$ cat src/rtl/vga_capture_pkg.sv
// Shared definitions for the VGA capture block: FSM states, CRC constants
// and the bit layout of the 8-bit VGA PMOD bus.
package vga_capture_pkg;

  typedef enum logic [1:0] {
    ST_SEARCH = 2'd0,
    ST_TRACK  = 2'd1,
    ST_LOCKED = 2'd2
  } state_t;

  localparam logic [15:0] CRC_POLY = 16'h1021;
  localparam logic [15:0] CRC_INIT = 16'hFFFF;

  // vga_pmod = {hs, b1, g1, r1, vs, b0, g0, r0}
  localparam int unsigned PMOD_R0 = 0;
  localparam int unsigned PMOD_G0 = 1;
  localparam int unsigned PMOD_B0 = 2;
  localparam int unsigned PMOD_VS = 3;
  localparam int unsigned PMOD_R1 = 4;
  localparam int unsigned PMOD_G1 = 5;
  localparam int unsigned PMOD_B1 = 6;
  localparam int unsigned PMOD_HS = 7;

  function automatic logic [5:0] pmod_pixel(input logic [7:0] p);
    return {p[PMOD_B1], p[PMOD_B0], p[PMOD_G1], p[PMOD_G0], p[PMOD_R1], p[PMOD_R0]};
  endfunction

endpackage

$ cat src/rtl/crc16_sym6.sv
// Combinational CRC-16-CCITT update by one 6-bit symbol, MSB first.
module crc16_sym6
  import vga_capture_pkg::*;
(
  input  logic [15:0] crc_in,
  input  logic [5:0]  sym,
  output logic [15:0] crc_out
);

  logic [15:0] acc;

  always_comb begin
    acc = crc_in;
    for (int unsigned i = 0; i < 6; i++) begin
      if (acc[15] ^ sym[3'(5 - i)]) acc = {acc[14:0], 1'b0} ^ CRC_POLY;
      else                         acc = {acc[14:0], 1'b0};
    end
    crc_out = acc;
  end

endmodule

$ cat src/rtl/vga_capture.sv
// Passive VGA timing analyser: measures sync timing, locks onto a stable mode,
// CRCs each frame's active pixels and samples one probe pixel per frame.
module vga_capture
  import vga_capture_pkg::*;
#(
  parameter int unsigned VGA_WIDTH    = 640,
  parameter int unsigned VGA_HEIGHT   = 480,
  parameter int unsigned H_BACK_PORCH = 48,
  parameter int unsigned V_BACK_PORCH = 33,
  parameter logic        SYNC_ACTIVE  = 1'b1
) (
  input  logic        clk,
  input  logic        rst_n,
  input  logic [7:0]  vga_pmod,
  input  logic [9:0]  probe_x,
  input  logic [9:0]  probe_y,
  output logic [5:0]  probe_rgb,
  output logic        probe_valid,
  output logic        frame_done,
  output logic        locked,
  output logic [10:0] h_total,
  output logic [10:0] hsync_width,
  output logic [9:0]  v_total,
  output logic [9:0]  vsync_width,
  output logic [15:0] frame_crc
);

  localparam logic [10:0] H_START   = 11'(H_BACK_PORCH);
  localparam logic [10:0] H_END     = 11'(H_BACK_PORCH + VGA_WIDTH);
  localparam logic [9:0]  V_START   = 10'(V_BACK_PORCH);
  localparam logic [9:0]  V_END     = 10'(V_BACK_PORCH + VGA_HEIGHT);
  localparam logic [10:0] H_MAX     = '1;
  localparam logic [9:0]  V_MAX     = '1;
  localparam logic [7:0]  PMOD_IDLE = {~SYNC_ACTIVE, 3'b000, ~SYNC_ACTIVE, 3'b000};

  state_t      state, state_nxt;
  logic [7:0]  pmod_q;
  logic        hs_prev, vs_prev;
  logic        hs_act, vs_act, h_edge, v_edge;
  logic [10:0] hcount, hcount_cur, hs_cnt, x_cur;
  logic [9:0]  vcount, vcount_cur, vl_cnt, vs_lines, vt_new, y_cur;
  logic [9:0]  px_q, py_q;
  logic        v_pend, line_bad;
  logic        h_mismatch, vt_match, pix_active, probe_hit;
  logic [5:0]  pixel;
  logic [15:0] crc_run, crc_next;

  assign hs_act = (pmod_q[PMOD_HS] == SYNC_ACTIVE);
  assign vs_act = (pmod_q[PMOD_VS] == SYNC_ACTIVE);
  assign h_edge = (hs_prev == SYNC_ACTIVE) && !hs_act;
  assign v_edge = (vs_prev == SYNC_ACTIVE) && !vs_act;
  assign pixel  = pmod_pixel(pmod_q);
  assign locked = (state == ST_LOCKED);

  // Counters are resolved for the current sample so hcount reads 0 on the edge cycle.
  always_comb begin
    hcount_cur = h_edge ? '0 : ((hcount == H_MAX) ? H_MAX : hcount + 11'd1);
    vcount_cur = vcount;
    if (h_edge) vcount_cur = v_pend ? '0 : ((vcount == V_MAX) ? V_MAX : vcount + 10'd1);
    x_cur      = hcount_cur - H_START;
    y_cur      = vcount_cur - V_START;
    pix_active = (state != ST_SEARCH) &&
                 (hcount_cur >= H_START) && (hcount_cur < H_END) &&
                 (vcount_cur >= V_START) && (vcount_cur < V_END);
    probe_hit  = pix_active && (x_cur == {1'b0, px_q}) && (y_cur == py_q);
    h_mismatch = (hcount + 11'd1) != h_total;
    vt_new     = (h_edge && vl_cnt != V_MAX) ? vl_cnt + 10'd1 : vl_cnt;
    vt_match   = (vt_new == v_total);
  end

  always_comb begin
    state_nxt = state;
    case (state)
      ST_SEARCH: if (v_edge) state_nxt = ST_TRACK;
      ST_TRACK:  if (v_edge && vt_match && !line_bad && !(h_edge && h_mismatch))
                   state_nxt = ST_LOCKED;
      ST_LOCKED: if ((h_edge && h_mismatch) || (v_edge && !vt_match))
                   state_nxt = ST_TRACK;
      default:   state_nxt = ST_SEARCH;
    endcase
  end

  crc16_sym6 u_crc (
    .crc_in  (crc_run),
    .sym     (pixel),
    .crc_out (crc_next)
  );

  always_ff @(posedge clk) begin
    if (!rst_n) begin
      pmod_q  <= PMOD_IDLE;
      hs_prev <= ~SYNC_ACTIVE;
      vs_prev <= ~SYNC_ACTIVE;
      state   <= ST_SEARCH;
      hcount  <= '0;
      vcount  <= '0;
    end else begin
      pmod_q  <= vga_pmod;
      hs_prev <= pmod_q[PMOD_HS];
      vs_prev <= pmod_q[PMOD_VS];
      state   <= state_nxt;
      hcount  <= hcount_cur;
      vcount  <= vcount_cur;
    end
  end

  always_ff @(posedge clk) begin
    if (!rst_n) begin
      h_total     <= '0;
      hsync_width <= '0;
      hs_cnt      <= '0;
    end else if (h_edge) begin
      h_total     <= hcount + 11'd1;
      hsync_width <= hs_cnt;
      hs_cnt      <= '0;
    end else if (hs_act && hs_cnt != H_MAX) begin
      hs_cnt <= hs_cnt + 11'd1;
    end
  end

  // A coincident hsync edge is folded into the closing frame; the vcount
  // restart is deferred to the next hsync edge via v_pend.
  always_ff @(posedge clk) begin
    if (!rst_n) begin
      v_total     <= '0;
      vsync_width <= '0;
      vl_cnt      <= '0;
      vs_lines    <= '0;
      v_pend      <= 1'b0;
      line_bad    <= 1'b0;
    end else begin
      if (h_edge) begin
        v_pend <= 1'b0;
        vl_cnt <= vt_new;
        if (vs_act && vs_lines != V_MAX) vs_lines <= vs_lines + 10'd1;
        if (h_mismatch) line_bad <= 1'b1;
      end
      if (v_edge) begin
        v_total     <= vt_new;
        vsync_width <= vs_lines;
        vl_cnt      <= '0;
        vs_lines    <= '0;
        v_pend      <= 1'b1;
        line_bad    <= 1'b0;
      end
    end
  end

  always_ff @(posedge clk) begin
    if (!rst_n) begin
      crc_run     <= CRC_INIT;
      frame_crc   <= '0;
      frame_done  <= 1'b0;
      px_q        <= '0;
      py_q        <= '0;
      probe_rgb   <= '0;
      probe_valid <= 1'b0;
    end else begin
      frame_done <= v_edge && (state != ST_SEARCH);
      if (v_edge && state != ST_SEARCH) begin
        frame_crc <= crc_run;
        crc_run   <= CRC_INIT;
      end else if (pix_active) begin
        crc_run <= crc_next;
      end
      if (v_edge) begin
        px_q        <= probe_x;
        py_q        <= probe_y;
        probe_valid <= 1'b0;
      end else if (probe_hit) begin
        probe_rgb   <= pixel;
        probe_valid <= 1'b1;
      end
    end
  end

endmodule
$ cat config.mk
export PLATFORM = sky130hd
export DESIGN_NAME = vga_capture
export DESIGN_NICKNAME = d
export VERILOG_FILES = /design/src/rtl/vga_capture_pkg.sv /design/src/rtl/crc16_sym6.sv /design/src/rtl/vga_capture.sv
export SDC_FILE = /design/constraint.sdc
export NUM_CORES = 1
export LEC_CHECK = 0
export ABC_CLOCK_PERIOD_IN_PS = 3700
export BUFFER_PORTS_ARGS = -buffer_cell sky130_fd_sc_hd__buf_2
export CORE_MARGIN = 3
export CORE_UTILIZATION = 30
export DETAILED_ROUTE_END_ITERATION = 8
export SYNTH_ARGS = -nofsm -noshare
export SYNTH_HDL_FRONTEND = slang
export SYNTH_HIERARCHICAL = 1
export SYNTH_SLANG_ARGS = --single-unit
$ cat constraint.sdc
create_clock -name clk -period 3.7 [get_ports clk]
set_input_delay 0.74 -clock clk [delete_from_list [all_inputs] [get_ports clk]]
set_output_delay 0.74 -clock clk [all_outputs]
set_load 0.005 [all_outputs]
==> summary.txt, run 1 <==
status = completed
GRT overflow = 0
Seq pwr share = 48.3%
Initial Utilization = 31.0%
CP max FO = 7
critical path depth in cells = 15
port bufs = 96
first-pass GRT wire length = 33.3 mm
Leak = 0.00372 uW
crit start category = flip-flop
Antenna Cells = 0
pin count of the biggest net entering global routing = 72
mapped cell area = 0.00792 mm2
synth unique cells = 76
Place WS = 0.110 ns
synthesized flop and latch total = 168
share of post-route cells with drive strength above 1 = 18.0%
area delta synth->final = 18.8%
Clk pwr share = 45.1%
CTS Buf Count = 17
die area = 0.0284 mm2
slowest CP cell = or4b_4
Fmax achieved = 285 MHz
logic gate share of total power = 6.6%
htree depth = 4
syn_nets = 960
Detail Route Antenna Nets = 0
Post-DP HPWL = 14.7 mm
vias in the first global route = 6420
Setup Viol. Count Final = 0
post-DR vias/cell = 4.98
critical path type = reg2reg
Switching Fraction = 26.5%
drt wl/cell = 15.2 um
reg-to-reg critical path endpoint = probe_rgb[1]
final WL = 20.5 mm
worst setup path start = vcount[0]
Sink Count = 168
worst vdd ir = 267 uV
DRC viols = 0
worst skew pair latency = 0.44 ns
worst hold path type = reg2reg
Pint = 2840 uW
antenna violations before repair = 0
boundary pin count = 97
fin crit period = 3.51 ns
drt pass-1 iters = 5
worst reg-to-reg setup slack = 0.19 ns
number of synthesized flops with an enable pin = 0
Critical Path RT = 4.05 ns
Vias = 6719
core area = 0.0255 mm2
RSZ-0062 raised after global routing = false
synth warn = 6
GP Congestion = 0.856
clock slew at reported path FFs = 0.07 ns
setup TNS = 0 ns
die width = 169 um
Final Net Count = 1045
GRT Total Usage = 14.4%
Worst-Margin Slew = 0.875 ns
Max stage delay on crit path = 0.47 ns
r2r worst-path depth = 15
fin crit share = 94.9%
worst setup margin = 0.189 ns
Critical Path, Cell by Cell = ha_2 -> nand4_1 -> nor3_1 -> nor2_1 -> nor3_1 -> a21oi_1 -> ha_2 -> or4b_4 -> or3_4 -> a211o_1 -> xnor2_1 -> nand3b_1 -> nor4_4 -> buf_6 -> mux2i_2
Hold WS = 0.454 ns
final hold violation count = 0
Root Driver = clkbuf_16
row count = 58
CTS tree = yes
initial DRC count = 476
Main synth FF type = dfxtp_1
worst path bufs/invs = 1
sequential share of the synthesized area = 42.4%
CTS Hold Bufs = 0
WP data arrival = 3.86 ns
worst r2r src = vcount[0]
headroom to the max-slew limit = 41.5%
Syn Inst Count = 922
Power Density = 411 mW/mm2
Worst setup EP type = flip-flop
CP top delay family = simple AND/OR/NAND/NOR gates
Final Non-Filler Cells = 1350
Max Clock Skew = 0.0132 ns
Post-synth ARST share = 0%
Power, Total = 3870 uW
Switch Pwr = 1030 uW
post-synthesis area per instance = 8.59 um2
Chip Height = 169 um
deepest clock path buffer count = 2
placed cells = 1317
Worst Setup EP = probe_rgb[1]
max-slew violation count = 0
max_cap viols = 0
[logic make-up (layout without fill, tap and decap cells)]
family,count (synthesis),after routing,synth area share [%]
AOI/OAI and AO/OA,186,186,15.5
buffers and inverters,68,166,3.44
muxes,31,31,3.93
xor gates and xnor gates,81,81,9.98
adders and majority gates,8,8,1.26
and+or+nand+nor,380,380,23.4
DFF,168,168,42.4
[flip-flops by register name, summed over array words and instances (netlist names), 11 cells and up]
name / count
crc_run: 16
frame_crc: 16
h_total: 11
hcount: 11
hs_cnt: 11
hsync_width: 11
[worst min path at each step]
stage,end,from,slack [ns],depth (start not counted)
after floorplan,py_q[9],py_q[9],0.44,2
after global placement,probe_valid,probe_valid,0.44,2
after detailed placement,probe_valid,probe_valid,0.44,2
after CTS,probe_valid,probe_valid,0.45,2
after global routing,vsync_width[1],vsync_width[1],0.48,2
final,hsync_width[7],hsync_width[7],0.45,2
[what timing repair did]
item	4_1_cts	5_1_grt
setup endpoints to repair	0	7
buffers inserted	0	1
resized for setup	0	5
[area by class of cell]
| cell class | count | area, um2 |
|---|---|---|
| Fill cell | 2651 | 16100 |
| Multi-Input combinational cell | 686 | 4340 |
| Sequential cell | 168 | 3360 |
| Timing Repair Buffer | 121 | 672 |
| Clock buffer | 17 | 425 |
| Tap cell | 330 | 413 |
| Clock inverter | 15 | 154 |
| Inverter | 13 | 48.8 |
[cell usage after synthesis, drive strengths merged (3+ instances only)]
master / number / area, um2
and3: 10 / 62.6
inv: 13 / 48.8
nand3: 25 / 125
o211ai: 4 / 30.0
o211a: 4 / 40.0
dfxtp: 168 / 3360
or2: 5 / 31.3
xnor2: 44 / 400
a22o: 17 / 149
nand2b: 6 / 45.0
clkbuf: 38 / 143
nand4: 21 / 131
xor2: 33 / 289
nor3: 15 / 75.1
nand2: 137 / 514
a21o: 6 / 45.0
mux2i: 30 / 300
o21ai: 19 / 95.1
a31oi: 9 / 56.3
and4: 5 / 43.8
nor4: 13 / 103
ha: 8 / 100
a21oi: 75 / 375
xor3: 3 / 78.8
nor2: 92 / 345
nand3b: 5 / 37.5
a41oi: 5 / 43.8
and2: 16 / 103
buf: 17 / 81.3
or3: 12 / 80.1
a211oi: 19 / 148
nor2b: 3 / 18.8
or4b: 3 / 33.8
[tightest hold or removal path: cells and delay by family (launching register included)]
family | cells | cell delay (ns)
AO/OA/AOI/OAI | 1 | 0.05
AND/OR/NAND/NOR | 1 | 0.05
flip-flops | 1 | 0.31
[placed cells by master (no fill, tap or decap), types with 5 or more instances in the layout]
cell and instances:
dfxtp_1 168, nand2_1 137, buf_2 96, nor2_1 91, a21oi_1 75, xnor2_1 42, xor2_1 33, mux2i_1 29
nand3_1 25, buf_4 24, nand4_1 21, o21ai_0 19, a211oi_1 18, a22o_1 17, clkbuf_16 17, and2_1 15
nor3_1 14, inv_1 12, or3_1 11, nor4_1 11, and3_1 10, a31oi_1 9, a21o_1 6, ha_1 6
or2_2 5, nand3b_1 5, and4_1 5, a41oi_1 5
[layer usage]
metal	vias up	routed length [um]	global-route usage [%]
met5	-	0	0
met4	0	317	4.30
met3	22	701	2.83
met2	124	9550	23.7
met1	3147	9910	19.2
li1	3426	-	-
[per-stage QoR]
step           util, %  instance area (um2)
6_report          36.8                 9410
5_1_grt           36.8                 9410
4_1_cts           36.7                 9380
3_5_place_dp      34.5                 8800
3_3_place_gp      34.5                 8800
2_1_floorplan        -                 7930
[power by group through the flow]
stage	Clock, uW	Sequential [uW]	Combinational (uW)
after global routing	1860	1870	284
final	1750	1870	255
after CTS	1790	1870	257
after floorplan	0	1900	174
after global placement	0	1910	256
after detailed placement	0	1910	256
Power figures use the tool's default switching activity.
==> run 2: changes to the inputs <==
Settings changed: CORE_UTILIZATION 30 to 50, PLACE_DENSITY set to 0.73.
==> run 2 against run 1 <==
Effect of this change:
- combinational power shrank 2%
- clock-buffer cell count grew 4
- cell area shrank 1.4%
- global-route usage grew 7.3 points
- first-iteration DRC count grew 27%
- clock skew shrank 0.00092 ns
- register-to-register slack gained 0.02 ns
- core utilization grew 24 points
- non-clock buffer count shrank 1
==> summary.txt, run 2 (synthesis results as in run 1) <==
fin crit share = 94.4%
final WL = 18.9 mm
GRT overflow = 0
Final Instance Area = 0.00928 mm2
commonest non-fill, non-tap cells in the layout = dfxtp_1, nand2_1, buf_2, nor2_1, a21oi_1
WP data arrival = 3.86 ns
WHS Path Cells = 2
commonest non-fill, non-tap cell in the layout = dfxtp_1
worst hold path type = reg2reg
slowest CP cell = or4b_4
fin crit period = 3.49 ns
DRC viols = 0
worst r2r src = vcount[0]
share of post-route cells with drive strength above 1 = 18.1%
initial DRC count = 604
Root Driver = clkbuf_16
CTS Buf Count = 17
antenna violations before repair = 1
Fmax achieved = 286 MHz
CP top delay family = simple AND/OR/NAND/NOR gates
clock slew at reported path FFs = 0.07 ns
drt wl/cell = 15.4 um
Critical Path RT = 4.06 ns
core area = 0.0154 mm2
Worst-Margin Slew = 1.05 ns
Power, Total = 3880 uW
Hold WS = 0.451 ns
Leak = 0.00374 uW
Setup Viol. Count Final = 0
# Post-CTS Setup Buffers = 0
first-pass GRT wire length = 31.1 mm
GRT Total Usage = 21.6%
vias in the first global route = 6314
Antenna Cells = 0
worst vdd ir = 376 uV
hold path startpoint = hsync_width[10]
CTS Hold Bufs = 0
Initial Utilization = 51.6%
pin count of the biggest net entering global routing = 53
CP max FO = 6
Final Net Count = 1044
crit start category = flip-flop
top flop regs = crc_run: 16 flops, frame_crc: 16 flops
reg-to-reg critical path endpoint = probe_rgb[3]
Detail Route Antenna Nets = 0
Worst setup EP type = flip-flop
worst reg-to-reg setup slack = 0.21 ns
final hold violation count = 0
area delta synth->final = 17.1%
Max stage delay on crit path = 0.48 ns
Chip Height = 132 um
critical path type = reg2reg
Placed Area = 0.00865 mm2
max_cap viols = 0
post-DR vias/cell = 5.50
max-slew violation count = 0
worst path bufs/invs = 2
GP Congestion = 0.847
hold path endpoint = hsync_width[10]
status = completed
Fillers = 1345
Sink Count = 168
r2r worst-path depth = 14
headroom to the max-slew limit = 29.5%
die area = 0.0174 mm2
Post-DP HPWL = 13.4 mm
Power Density = 418 mW/mm2
deepest clock path buffer count = 2
CTS tree = yes
boundary pin count = 97
worst skew pair latency = 0.44 ns
Max Clock Skew = 0.0123 ns
Vias = 6771
drt pass-1 iters = 5
die width = 132 um
PostCTS Resize Cnt = 0
row count = 45
Critical Path, Cell by Cell = ha_2 -> and4_1 -> nand3_1 -> a31oi_1 -> inv_1 -> ha_2 -> or4b_4 -> or3_4 -> or2_2 -> a31oi_1 -> nand4_1 -> nor4_4 -> buf_6 -> mux2i_1
port bufs = 96
htree depth = 4
==> run 2: cell count changes in the layout (fill, tap and decap cells not counted), moves of 2 or more <==
cell / previous run / this run
clkbuf_8: 0 / 4
clkinv_2: 0 / 2
clkinv_8: 2 / 0
inv_8: 4 / 1
==> run 2: worst reg2reg max path: stages, from the launching register on <==
cell and delay [ns]:
dfxtp_1 0.31, ha_2 0.19, and4_1 0.18, nand3_1 0.13
a31oi_1 0.15, inv_1 0.11, ha_2 0.18, or4b_4 0.48
or3_4 0.42, or2_2 0.31, a31oi_1 0.14, nand4_1 0.18
nor4_4 0.27, buf_6 0.17, mux2i_1 0.20
==> run 2: through the flow <==
stage	setup WS [ns]	std cells	util, %	TNS (ns)
4_1_cts	0.119	1230	60.1	0
2_1_floorplan	0.0261	922	-	0
3_3_place_gp	0.218	1198	56.3	0
5_1_grt	-0.00678	1230	60.4	-0.00792
6_report	0.208	1230	60.4	0
3_5_place_dp	0.147	1198	56.3	0
==> run 2: report_power, final <==
part           switching (uW)  leakage, uW  internal [uW]
registers                32.2      0.00136           1840
logic                     145      0.00208            106
clock network             752     0.000292           1010
total                     930      0.00374           2950
==> run 2: worst max-delay path by stage <==
stage / start / endpoint / slack (ns) / cells after the start
after global placement: vcount[0] / probe_rgb[2] / 0.22 / 14
after global routing: vcount[0] / probe_rgb[3] / -0.007 / 15
after CTS: vcount[0] / probe_rgb[5] / 0.12 / 14
after detailed placement: vcount[0] / probe_rgb[2] / 0.15 / 14
after floorplan: pmod_q[7] / probe_rgb[0] / 0.03 / 14
final: vcount[0] / probe_rgb[3] / 0.21 / 14
==> run 2: cell type report <==
type / count / area (um2) / share of cell area, %
clock buffer: 21 / 480 / 5.18
multi-input combinational: 686 / 4350 / 46.9
inverter: 13 / 48.8 / 0.526
timing repair buffer: 120 / 664 / 7.16
tap: 211 / 264 / 2.84
sequential: 168 / 3360 / 36.2
clock inverter: 11 / 111 / 1.20
==> run 2: routing by layer <==
metal	share of wire (%)	track usage (%)
met5	0.069	0
met4	2.0	7.53
met3	4.5	5.19
met2	47	34.8
met1	46	28.5
==> run 3: changes to the inputs <==
Settings changed: RECOVER_POWER set to 50.
==> run 3 against run 2 <==
Effect of this change:
- the run now ends with max-capacitance violations, max-slew violations left
- routed wire length barely moved
- flip-flop and latch count did not move
- maximum frequency fell by 0.47%
- register-to-register slack got worse by 0.02 ns
- cell count did not move
- sequential share of layout area rose by 0.21 points
- clock-buffer cell count did not move
- combinational power barely moved
- highest routed layer unchanged
==> summary.txt, run 3 (synthesis results as in run 1) <==
Final Instance Area = 0.00923 mm2
Fillers = 1355
antenna violations before repair = 1
violated checks = max-capacitance violations, max-slew violations
Worst setup EP type = flip-flop
core area = 0.0154 mm2
initial DRC count = 519
area of the multi-input gates = 0.00434 mm2
Root Driver = clkbuf_16
vias in the first global route = 6314
deepest clock path buffer count = 2
worst skew pair latency = 0.44 ns
Antenna Cells = 0
routing usage on met2 = 34.8%
GRT busiest layer = met2
fin crit share = 94.8%
worst setup margin = 0.191 ns
Post-DP HPWL = 13.4 mm
CP max FO = 6
Vias = 6745
area delta synth->final = 16.5%
Pint = 2950 uW
Leak = 0.00363 uW
crit start category = flip-flop
Place WS = 0.147 ns
final hold violation count = 0
Clk pwr share = 45.4%
worst vdd ir = 376 uV
clock slew at reported path FFs = 0.07 ns
top flop regs = crc_run: 16 flops, frame_crc: 16 flops
row count = 45
CTS tree = yes
commonest non-fill, non-tap cell in the layout = dfxtp_1
CTS Buf Count = 17
die area = 0.0174 mm2
setup TNS = 0 ns
Critical Path, Cell by Cell = ha_2 -> and4_1 -> nand3_1 -> a31oi_1 -> inv_1 -> ha_2 -> or4b_4 -> or3_4 -> or2_2 -> a31oi_1 -> nand4_1 -> nor4_4 -> buf_6 -> mux2i_1
slowest CP cell = or4b_4
GRT overflow = 0
CP top delay family = simple AND/OR/NAND/NOR gates
Max Clock Skew = 0.0123 ns
port bufs = 96
met1 Use GR = 28.5%
Detail Route Antenna Nets = 0
Chip Height = 132 um
max_cap viols = 1
critical path type = reg2reg
Fmax achieved = 285 MHz
logic gate share of total power = 6.4%
Hold WS = 0.454 ns
drt wl/cell = 15.4 um
Switching Fraction = 23.9%
fin crit period = 3.51 ns
WP data arrival = 3.87 ns
Max stage delay on crit path = 0.48 ns
htree depth = 4
commonest non-fill, non-tap cells in the layout = dfxtp_1, nand2_1, nor2_1, a21oi_1, buf_2
final WL = 18.9 mm
Placed Area = 0.00865 mm2
Initial Utilization = 51.6%
Worst-Margin Slew = 2.33 ns
GP Congestion = 0.847
Power Density = 421 mW/mm2
headroom to the max-slew limit = -55.5%
first-pass GRT wire length = 31.1 mm
PostCTS Resize Cnt = 0
Seq pwr share = 48.2%
# Post-CTS Setup Buffers = 0
GRT Total Usage = 21.6%
worst hold path type = reg2reg
met3 Use GR = 5.19%
post-DR vias/cell = 5.48
DRC viols = 0
pin count of the biggest net entering global routing = 53
Switch Pwr = 928 uW
Critical Path RT = 4.06 ns
status = finished with violations
worst path bufs/invs = 2
CTS Hold Bufs = 0
die width = 132 um
boundary pin count = 97
drt pass-1 iters = 5
Sink Count = 168
share of post-route cells with drive strength above 1 = 15.4%
Setup Viol. Count Final = 0
max-slew violation count = 53
Register Area = 0.00336 mm2
Final Net Count = 1044
run 3: cell types whose count changed in the layout (fill, tap and decap cells not counted), sizes merged:
cell,change
buf,-25
clkbuf,+25
run 3: tightest hold or removal path, cell delays in order (launching register included):
cell	delay, ns
dfxtp_1	0.31
nand2_1	0.05
a21oi_1	0.05
run 3: path summary, 6_finish.rpt:
kind | cells after the start | slack (ns) | endpoint | from
worst min register to register | 2 | 0.45 | hsync_width[4] | hsync_width[4]
worst max register to register | 14 | 0.19 | probe_rgb[3] | vcount[0]
worst min-delay path | 2 | 0.45 | hsync_width[4] | hsync_width[4]
worst max-delay path | 14 | 0.19 | probe_rgb[3] | vcount[0]
run 3: area by class of cell:
type,count,share of cell area (%)
tap,211,2.86
clock inverter,11,1.21
timing repair buffer,120,6.77
multi-input combinational,686,47.0
sequential,168,36.4
inverter,13,0.529
clock buffer,21,5.21
run 3: stage by stage:
step / util, % / cells / power, uW
after global routing: 60.0 / 1230 / 4020
after CTS: 60.1 / 1230 / 3910
final: 60.0 / 1230 / 3880
after global placement: 56.3 / 1198 / 2150
after detailed placement: 56.3 / 1198 / 2160
after floorplan: - / 922 / 2080
run 3: layer usage:
metal / up-vias / wire (um)
met5: - / 13
met4: 2 / 362
met3: 34 / 861
met2: 156 / 8920
met1: 3132 / 8760
li1: 3421 / -
run 3: power groups by stage:
stage          Sequential [uW]  Combinational [uW]  Clock [uW]
2_1_floorplan             1900                 174           0
3_3_place_gp              1910                 244           0
3_5_place_dp              1910                 246           0
4_1_cts                   1870                 250        1790
5_1_grt                   1870                 275        1870
6_report                  1870                 249        1760
